File: config.mk
export PLATFORM = sky130hd
export DESIGN_NAME = pong_match_ctrl
export DESIGN_NICKNAME = d
export VERILOG_FILES = /design/src/rtl/pong_pkg.sv /design/src/rtl/bcd_cnt2.sv /design/src/rtl/pong_match_ctrl.sv
export SDC_FILE = /design/constraint.sdc
export NUM_CORES = 1
export LEC_CHECK = 0
export BUFFER_PORTS_ARGS = -buffer_cell sky130_fd_sc_hd__clkbuf_2
export CAP_MARGIN = 20
export CELL_PAD_IN_SITES_DETAIL_PLACEMENT = 1
export CELL_PAD_IN_SITES_GLOBAL_PLACEMENT = 1
export CORE_MARGIN = 4
export CORE_UTILIZATION = 47
export DETAILED_ROUTE_END_ITERATION = 8
export HOLD_SLACK_MARGIN = 0.06
export PLACE_DENSITY = 0.83
export SETUP_SLACK_MARGIN = 0.1
export SLEW_MARGIN = 10
export SYNTH_ARGS = -nofsm -noshare
export SYNTH_HDL_FRONTEND = slang
export SYNTH_SLANG_ARGS = --single-unit
File: constraint.sdc
create_clock -name clk -period 3.25 [get_ports clk]
set_input_delay 0.65 -clock clk [delete_from_list [all_inputs] [get_ports clk]]
set_output_delay 0.65 -clock clk [all_outputs]
set_load 0.03 [all_outputs]
File: src/rtl/pong_pkg.sv
// Shared types and constants for the pong match controller and its score counters.
package pong_pkg;

  typedef enum logic [2:0] {
    StIdle,
    StServe,
    StPlay,
    StHold,
    StGameOver
  } state_e;

  typedef enum logic {
    PlayerP1 = 1'b0,
    PlayerP2 = 1'b1
  } player_e;

  localparam int unsigned DefWinScore   = 11;
  localparam int unsigned DefHoldCycles = 50_000_000;
  localparam int unsigned DefCntW       = 26;

  localparam logic [3:0] BcdMax   = 4'd9;
  localparam logic [6:0] MaxScore = 7'd99;

  // Binary score after one point, saturating at 99 like the BCD counters.
  function automatic logic [6:0] sat_inc(input logic [6:0] v);
    return (v >= MaxScore) ? MaxScore : v + 7'd1;
  endfunction

endpackage

File: src/rtl/bcd_cnt2.sv
// Two-digit BCD score counter with synchronous clear/increment, saturating at 99,
// plus a binary view of the current value for win comparison.
module bcd_cnt2
  import pong_pkg::*;
(
  input  logic       clk_i,
  input  logic       rst_ni,
  input  logic       clr_i,
  input  logic       inc_i,
  output logic [3:0] units_o,
  output logic [3:0] tens_o,
  output logic [6:0] value_o
);

  logic [3:0] units_d, units_q;
  logic [3:0] tens_d, tens_q;

  always_comb begin
    units_d = units_q;
    tens_d  = tens_q;
    if (clr_i) begin
      units_d = '0;
      tens_d  = '0;
    end else if (inc_i) begin
      if (units_q != BcdMax) begin
        units_d = units_q + 4'd1;
      end else if (tens_q != BcdMax) begin
        units_d = '0;
        tens_d  = tens_q + 4'd1;
      end
    end
  end

  always_ff @(posedge clk_i or negedge rst_ni) begin
    if (!rst_ni) begin
      units_q <= '0;
      tens_q  <= '0;
    end else begin
      units_q <= units_d;
      tens_q  <= tens_d;
    end
  end

  assign units_o = units_q;
  assign tens_o  = tens_q;
  assign value_o = {3'b000, tens_q} * 7'd10 + {3'b000, units_q};

endmodule

File: src/rtl/pong_match_ctrl.sv
// Pong match sequencer: serve/play/hold/game-over, per-player BCD scores, winner.
// Build option WIN_BY_TWO_EN: a game needs WIN_SCORE and a lead of at least two.
module pong_match_ctrl
  import pong_pkg::*;
#(
  parameter int unsigned WIN_SCORE   = DefWinScore,
  parameter int unsigned HOLD_CYCLES = DefHoldCycles,
  parameter int unsigned CNT_W       = DefCntW
) (
  input  logic       clk,
  input  logic       reset_n,
  input  logic       start,
  input  logic       point_p1,
  input  logic       point_p2,
  output logic [3:0] score1units,
  output logic [3:0] score1tens,
  output logic [3:0] score2units,
  output logic [3:0] score2tens,
  output logic       ball_en,
  output logic       serve_dir,
  output logic       game_over,
  output logic       winner
);

  localparam logic [6:0]       WinScore = 7'(WIN_SCORE);
  localparam logic [CNT_W-1:0] HoldLast = CNT_W'(HOLD_CYCLES - 1);

  state_e           state_d, state_q;
  logic [CNT_W-1:0] cnt_d, cnt_q;
  logic             ball_en_d, ball_en_q;
  logic             serve_dir_d, serve_dir_q;
  logic             game_over_d, game_over_q;
  logic             winner_d, winner_q;
  logic             clr_scores, inc1, inc2;
  logic [6:0]       val1, val2, scorer_new;
  logic             one_point, win;

  assign one_point  = point_p1 ^ point_p2;
  assign scorer_new = point_p1 ? sat_inc(val1) : sat_inc(val2);

`ifdef WIN_BY_TWO_EN
  logic [6:0] other_val;
  assign other_val = point_p1 ? val2 : val1;
  assign win = (scorer_new >= WinScore) &&
               ({1'b0, scorer_new} >= ({1'b0, other_val} + 8'd2));
`else
  assign win = (scorer_new == WinScore);
`endif

  always_comb begin
    state_d     = state_q;
    cnt_d       = cnt_q;
    serve_dir_d = serve_dir_q;
    game_over_d = game_over_q;
    winner_d    = winner_q;
    clr_scores  = 1'b0;
    inc1        = 1'b0;
    inc2        = 1'b0;
    unique case (state_q)
      StIdle: begin
        if (start) begin
          state_d     = StServe;
          clr_scores  = 1'b1;
          serve_dir_d = 1'b0;
        end
      end
      StServe: state_d = StPlay;
      StPlay: begin
        if (one_point) begin
          inc1        = point_p1;
          inc2        = point_p2;
          // Next serve goes toward the player who conceded.
          serve_dir_d = point_p1;
          if (win) begin
            state_d     = StGameOver;
            game_over_d = 1'b1;
            winner_d    = point_p1 ? PlayerP1 : PlayerP2;
          end else begin
            state_d = StHold;
            cnt_d   = '0;
          end
        end
      end
      StHold: begin
        if (cnt_q == HoldLast) begin
          state_d = StServe;
          cnt_d   = '0;
        end else begin
          cnt_d = cnt_q + 1'b1;
        end
      end
      StGameOver: begin
        if (start) begin
          state_d     = StServe;
          clr_scores  = 1'b1;
          game_over_d = 1'b0;
          serve_dir_d = 1'b0;
        end
      end
      default: state_d = StIdle;
    endcase
    ball_en_d = (state_d == StPlay);
  end

  always_ff @(posedge clk or negedge reset_n) begin
    if (!reset_n) begin
      state_q     <= StIdle;
      cnt_q       <= '0;
      ball_en_q   <= 1'b0;
      serve_dir_q <= 1'b0;
      game_over_q <= 1'b0;
      winner_q    <= 1'b0;
    end else begin
      state_q     <= state_d;
      cnt_q       <= cnt_d;
      ball_en_q   <= ball_en_d;
      serve_dir_q <= serve_dir_d;
      game_over_q <= game_over_d;
      winner_q    <= winner_d;
    end
  end

  bcd_cnt2 u_score1 (
    .clk_i   (clk),
    .rst_ni  (reset_n),
    .clr_i   (clr_scores),
    .inc_i   (inc1),
    .units_o (score1units),
    .tens_o  (score1tens),
    .value_o (val1)
  );

  bcd_cnt2 u_score2 (
    .clk_i   (clk),
    .rst_ni  (reset_n),
    .clr_i   (clr_scores),
    .inc_i   (inc2),
    .units_o (score2units),
    .tens_o  (score2tens),
    .value_o (val2)
  );

  assign ball_en   = ball_en_q;
  assign serve_dir = serve_dir_q;
  assign game_over = game_over_q;
  assign winner    = winner_q;

endmodule

Yosys cells after proc, flatten, opt, wreduce, memory -nomap -nowiden
Cells that the tools add are included.
- input bits: 5
- logic and storage cells: 102
- register bits: 49
- magnitude comparators: 2
- equality and inequality tests: 18
- add/sub/neg operators: 9
- reductions and logical operators: 19
- mux-type cells: 41
- multipliers: 2
- bitwise gates (word level): 1
- operators with widths (operator ; number):
    two-way mux 26 bit ; 3
    two-way mux 4 bit ; 16
    case mux 26 bit (2 select lines) ; 1
    adder 26 x 1 -> 26 bit (second input constant) ; 1
    equality test 26 bit (second input constant) ; 1
    two-way mux 7 bit ; 3
    adder 4 x 1 -> 4 bit (second input constant) ; 4
    != test 4 bit (second input constant) ; 4
    AND reduction 3 bit ; 5
    adder 7 x 1 -> 7 bit (second input constant) ; 2
    adder 7 x 4 -> 7 bit ; 2
    greater-or-equal comparator 7 bit (second input constant) ; 2
    nonzero test 2 bit ; 7
    multiplier 4 x 3 -> 6 bit (second input constant) ; 2
    two-way mux 3 bit ; 4
    != test 2 bit (second input constant) ; 6
    case mux 3 bit (4 select lines) ; 1
    two-way mux 1 bit ; 11
    equality test 3 x 2 -> 1 bit (second input constant) ; 3
    equality test 7 x 4 -> 1 bit (second input constant) ; 1
    nonzero test 3 bit ; 2
    case mux 1 bit (2 select lines) ; 2
    AND reduction 2 bit ; 2
    AND reduction 4 bit ; 1
    6 further kinds ; 6

Longest topological paths before layout
- depth after elaboration: 10
- gate-level depth with buffers: 11

Hierarchy
From an unflattened synthesis, not the netlist that was laid out.
- cells, all modules: 365
- area total of the unflattened synthesis: 3405.8 um^2
- modules (own cells, without submodules) (module ; instances ; cells each ; area an instance (um^2)):
    pong_match_ctrl ; 1 ; 212 ; 1969.4
    bcd_cnt2 (u_score1) ; 1 ; 76 ; 723.2
    bcd_cnt2 (u_score2) ; 1 ; 77 ; 713.2

Worst setup path before layout
No wires, ideal clock.
- kind: register -> register
- from: register u_score1.tens_q[1], in the netlist u_score1.tens_o[1]
- to: register state_q[0]
- clock period less this slack: 3.086 ns
- cell stages (with the launch flop): 10
- arrival time: 2.962 ns
- slack: 0.164 ns
- data required time: 3.126 ns
- cells stage by stage: dfrtp_1 > ha_1 > ha_1 > inv_1 > fa_1 > nor4b_1 > xnor2_1 > a2111oi_4 > nor2_1 > a211o_1
- longest elaborated chain between the ends: 9
- elaborated cells between the ends (all ways): 10
- classes of those cells: add/sub: 2; mul: 1; order compare: 1; eq/ne: 1; mux: 5
- ends and longest elaborated chain (what ; RTL line ; source):
    from (decl) ; bcd_cnt2.sv:16 ; logic [3:0] tens_d, tens_q;
    from (signal assigned) ; bcd_cnt2.sv:40 ; tens_q <= tens_d;
    multiplier 4 x 3 -> 6 bit (*) ; bcd_cnt2.sv:46 ; assign value_o = {3'b000, tens_q} * 7'd10 + {3'b000, units_q};
    adder 7 x 4 -> 7 bit (*) ; bcd_cnt2.sv:46 ;
    adder 7 x 1 -> 7 bit or greater-or-equal comparator 7 bit (tied branches) ; pong_pkg.sv:26 ; return (v >= MaxScore) ? MaxScore : v + 7'd1;
    two-way mux 7 bit (*) ; pong_pkg.sv:26 ;
    two-way mux 7 bit (*) ; pong_match_ctrl.sv:39 ; assign scorer_new = point_p1 ? sat_inc(val1) : sat_inc(val2);
    equality test 7 x 4 -> 1 bit (*) ; pong_match_ctrl.sv:47 ; assign win = (scorer_new == WinScore);
    two-way mux 3 bit (*) ; pong_match_ctrl.sv:74 ; if (win) begin
    two-way mux 3 bit (*) ; pong_match_ctrl.sv:69 ; if (one_point) begin
    case mux 3 bit (4 select lines) (*) ; pong_match_ctrl.sv:59 ; unique case (state_q)
    named net state_d[0] ; pong_match_ctrl.sv:28 ; state_e state_d, state_q;
    to (signal assigned) ; pong_match_ctrl.sv:107 ; state_q <= StIdle;
    to (signal assigned) ; pong_match_ctrl.sv:114 ; state_q <= state_d;
    to (decl) ; pong_match_ctrl.sv:28 ;
Mark *: on every way through the listed nets, which the timed path passes. The rest lies on a longest branch.
A chain may end at the register's enable or synchronous reset.

Worst setup path in the final report
- from: register u_score1.tens_q[3], in the netlist u_score1.tens_o[3]
- to: register cnt_q[5]
- longest elaborated chain between the ends: 8
- elaborated cells between the ends (all ways): 9
- classes of those cells: add/sub: 2; mul: 1; order compare: 1; eq/ne: 2; mux: 2; reduce/logical: 1
- ends and longest elaborated chain (what ; RTL line ; source):
    multiplier 4 x 3 -> 6 bit (*) ; bcd_cnt2.sv:46 ;
    adder 7 x 4 -> 7 bit (*) ; bcd_cnt2.sv:46 ;
    adder 7 x 1 -> 7 bit or greater-or-equal comparator 7 bit (tied branches) ; pong_pkg.sv:26 ;
    two-way mux 7 bit (*) ; pong_pkg.sv:26 ;
    two-way mux 7 bit (*) ; pong_match_ctrl.sv:39 ;
    equality test 7 x 4 -> 1 bit (*) ; pong_match_ctrl.sv:47 ;
    != test 2 bit (no line) (*) ; - ;
    AND reduction 3 bit (no line) (*) ; - ;
    to (signal assigned) ; pong_match_ctrl.sv:115 ; cnt_q <= cnt_d;
    to (decl) ; pong_match_ctrl.sv:29 ; logic [CNT_W-1:0] cnt_d, cnt_q;
Every way passes the cells marked *; elsewhere a longest branch is shown, timed or not.

==> impl_metrics.json <==
{
  "p_int_mw": 1.37,
  "power_density_mw_per_mm2": 622,
  "synth-xor-area-share_pct": 3.32,
  "synth_area_leaders": "dfrtp_1 36%, ha_1 7.7%, inv_1 4.0%",
  "yosys_register_bits": 49,
  "syn_nets": 407,
  "route.detailed.drc": 0,
  "crit_type": "register to register",
  "viasPerCell": 5.89,
  "cts.sink_count": 49,
  "synth_top_family_by_area": "simple AND/OR/NAND/NOR gates",
  "synth_top_area_cell": "dfrtp_1",
  "drive_above_1_share_pct": 19.6,
  "grt_max_degree": 50,
  "grt_pass1_vias": 3089,
  "synth_area_sq_mm": 0.00343,
  "clk_latency_ps": 300,
  "die-height_um": 93.5,
  "synthFlopType": "dfrtp_1",
  "hold_violations": 0,
  "ys_seq_area_share_pct": 35.7,
  "synth_cells": 377,
  "p_sw_share_pct": 43.2,
  "slew_viol_final": 0,
  "fmax_mhz": 335,
  "wire_per_inst_um": 17.7,
  "antenna_found_initial": 0,
  "slew_headroom_pct": 50.8,
  "drt-pass1-iter-count": 4,
  "setup_viol": 0,
  "cts_tree": "yes",
  "gp_congestion": 0.761,
  "postLayoutCoreUtil_pct": 56.0,
  "cp.required_ps": 3460,
  "worstSetupEndpointType": "register",
  "portBuffers": 24,
  "die-area_sq_mm": 0.00873,
  "vias": 2996,
  "h-tree-depth": 2,
  "core_sq_mm": 0.00694,
  "cellLeakagePower_nw": 1.70,
  "drt-initial-drc-count": 126,
  "antenna_left": 0,
  "dp_hpwl_um": 6430,
  "cts_hold_buffers": 0,
  "yosys_warnings": 0,
  "yosysTopAreaCellShare_pct": 35.7,
  "clock_path_buffers": 2,
  "cap_violations": 0,
  "p_clk_share_pct": 17.9,
  "power_frac_seq_pct": 43.5,
  "async_reset_ff_share_pct": 100,
  "finClkSkew_ps": 10.2,
  "final.min_clock_period_ps": 2990,
  "synth_adder_area_share_pct": 9.99,
  "synth_simple_gate_area_share_pct": 23.3,
  "crit_fanout": 12,
  "status": "finished clean",
  "path_clk_slew_ps": 100,
  "io_pins": 25,
  "rsz0062_at_grt": "false",
  "p_comb_share_pct": 38.5,
  "cts-root-buf": "clkbuf_8",
  "rows": 30,
  "cp.arrival_ps": 3200,
  "die_w_um": 93.5,
  "tightest_slew_ps": 732,
  "avgSynthCellArea_sq_um": 9.10,
  "finalCritPeriodShare_pct": 91.9,
  "synthMuxAreaShare_pct": 1.60,
  "overflow": 0,
  "synth_cell_types": 60,
  "areaGrowthSynthToFinish_pct": 13.2,
  "finalNetCount": 443,
  "start_util_pct": 49.4,
  "startpoint_type": "register",
  "drt_wl_total_um": 9020,
  "hp-class": "primary input to asynchronous set/reset pin",
  "numCtsBuffers": 5,
  "ir_drop_v": 0.000331,
  "diodes": 0,
  "grt.total_usage_pct": 20.9,
  "synth_compound_area_share_pct": 19.6,
  "tns_ps": 0,
  "switching_power_mw": 1.04,
  "synth_edf_count": 0,
  "grt_pass1_wl_um": 14900
}
[power by group through the flow]
| stage | clock, mW | sequential (mW) | combinational, mW |
|---|---|---|---|
| 2_1_floorplan | 0 | 1.08 | 0.632 |
| 3_3_place_gp | 0 | 1.04 | 0.849 |
| 3_5_place_dp | 0 | 1.06 | 0.905 |
| 4_1_cts | 0.444 | 1.05 | 0.913 |
| 5_1_grt | 0.470 | 1.09 | 1.03 |
| 6_report | 0.434 | 1.05 | 0.931 |
[critical path: stages, from the launching register on]
cell	delay [ps]
dfrtp_2	420
ha_1	280
ha_1	200
inv_1	70
fa_2	470
nor4b_4	270
xnor2_2	110
a2111oi_4	310
buf_4	190
o41ai_4	70
buf_4	180
buf_12	150
o221ai_1	160
[state kept, by name, summed over array words and instances, names as in the netlist]
signal            cells
u_score1.tens_o       4
cnt_q                26
ball_en               1
state_q               3
u_score2.tens_o       4
u_score1.units_o      4
winner                1
serve_dir             1
u_score2.units_o      4
game_over             1
[cell families (layout without fill, tap and decap cells)]
kind of cell,Yosys count,in the layout
compound gates,92,92
buf+inv,48,84
flops,49,49
fa+ha+maj,25,25
xor+xnor,13,13
mux,4,4
simple gates,146,146
[cell usage after synthesis (7+ instances only)]
cell type  count
a21oi_1       17
a31oi_1       11
dfrtp_1       49
ha_1          21
inv_1         37
nand2_1       25
nand3_1       25
nand4_1       12
nor2_1        26
nor3_1        14
o211ai_1       7
o21ai_0       15
o21ai_2       10
xnor2_1        7
[layout make-up]
type / count / area (sq um)
fillers: 837 / 3060
well taps: 96 / 120
repair buffers: 40 / 270
inverters: 37 / 139
flip-flops and latches: 49 / 1230
multi-input cells: 280 / 2020
clock inverters: 2 / 35.0
clock buffers: 5 / 68.8
[path summary, 6_finish.rpt]
check | cells past startpoint | from | slack, ps | end
min in group clk | 2 | game_over | 490 | game_over
max in group asynchronous | 2 | reset_n | 2340 | u_score2.tens_o[0]
setup / recovery | 12 | u_score1.tens_o[3] | 260 | cnt_q[5]
hold / removal | 2 | reset_n | 450 | cnt_q[0]
hold reg to reg | 2 | game_over | 490 | game_over
setup reg to reg | 12 | u_score1.tens_o[3] | 260 | cnt_q[5]
[per-layer routing]
metal,GRT usage (%),up-vias,share of wire (%)
met2,38.1,44,52
li1,-,1437,-
met1,26.3,1507,45
met5,0,-,0
met3,2.90,8,2.6
met4,4.15,0,1.1
[through the flow]
stage          area [sq um]  power [mW]  instances  hold slack, ps  worst slack (ps)
6_report               3890        2.42        509             450               264
3_5_place_dp           3680        1.96        497             477              46.2
2_1_floorplan          3430        1.71        377             354               164
5_1_grt                3890        2.59        509             481              94.2
3_3_place_gp           3680        1.89        497             467               226
4_1_cts                3790        2.41        504             465               136
[placed cells by master (no fill, tap or decap), types with 3 or more instances in the layout]
cell	netlist	routed
xnor2_1	7	5
nor2_1	26	26
nand4_1	12	12
o31a_1	4	4
buf_4	2	14
a21oi_1	17	17
or3_1	6	6
dfrtp_1	49	47
clkbuf_8	0	5
o21ai_1	6	6
nand2_1	25	25
a31oi_1	11	11
and3_1	5	5
inv_1	37	37
o21ai_2	10	10
o211ai_1	7	7
o211ai_2	3	3
nor3_1	14	14
nor2b_1	4	4
clkbuf_2	0	24
ha_1	21	21
fa_1	4	3
nand3_1	25	25
nor4_1	5	5
o21ai_0	15	15
xor2_1	6	6
or2_2	3	3
[what timing repair did]
item,CTS,global route
buffers inserted,0,4
pin swaps,1,3
cloned,0,1
endpoints found under the setup margin,22,28
resized for setup,0,9
(Power assumes the default switching activity.)
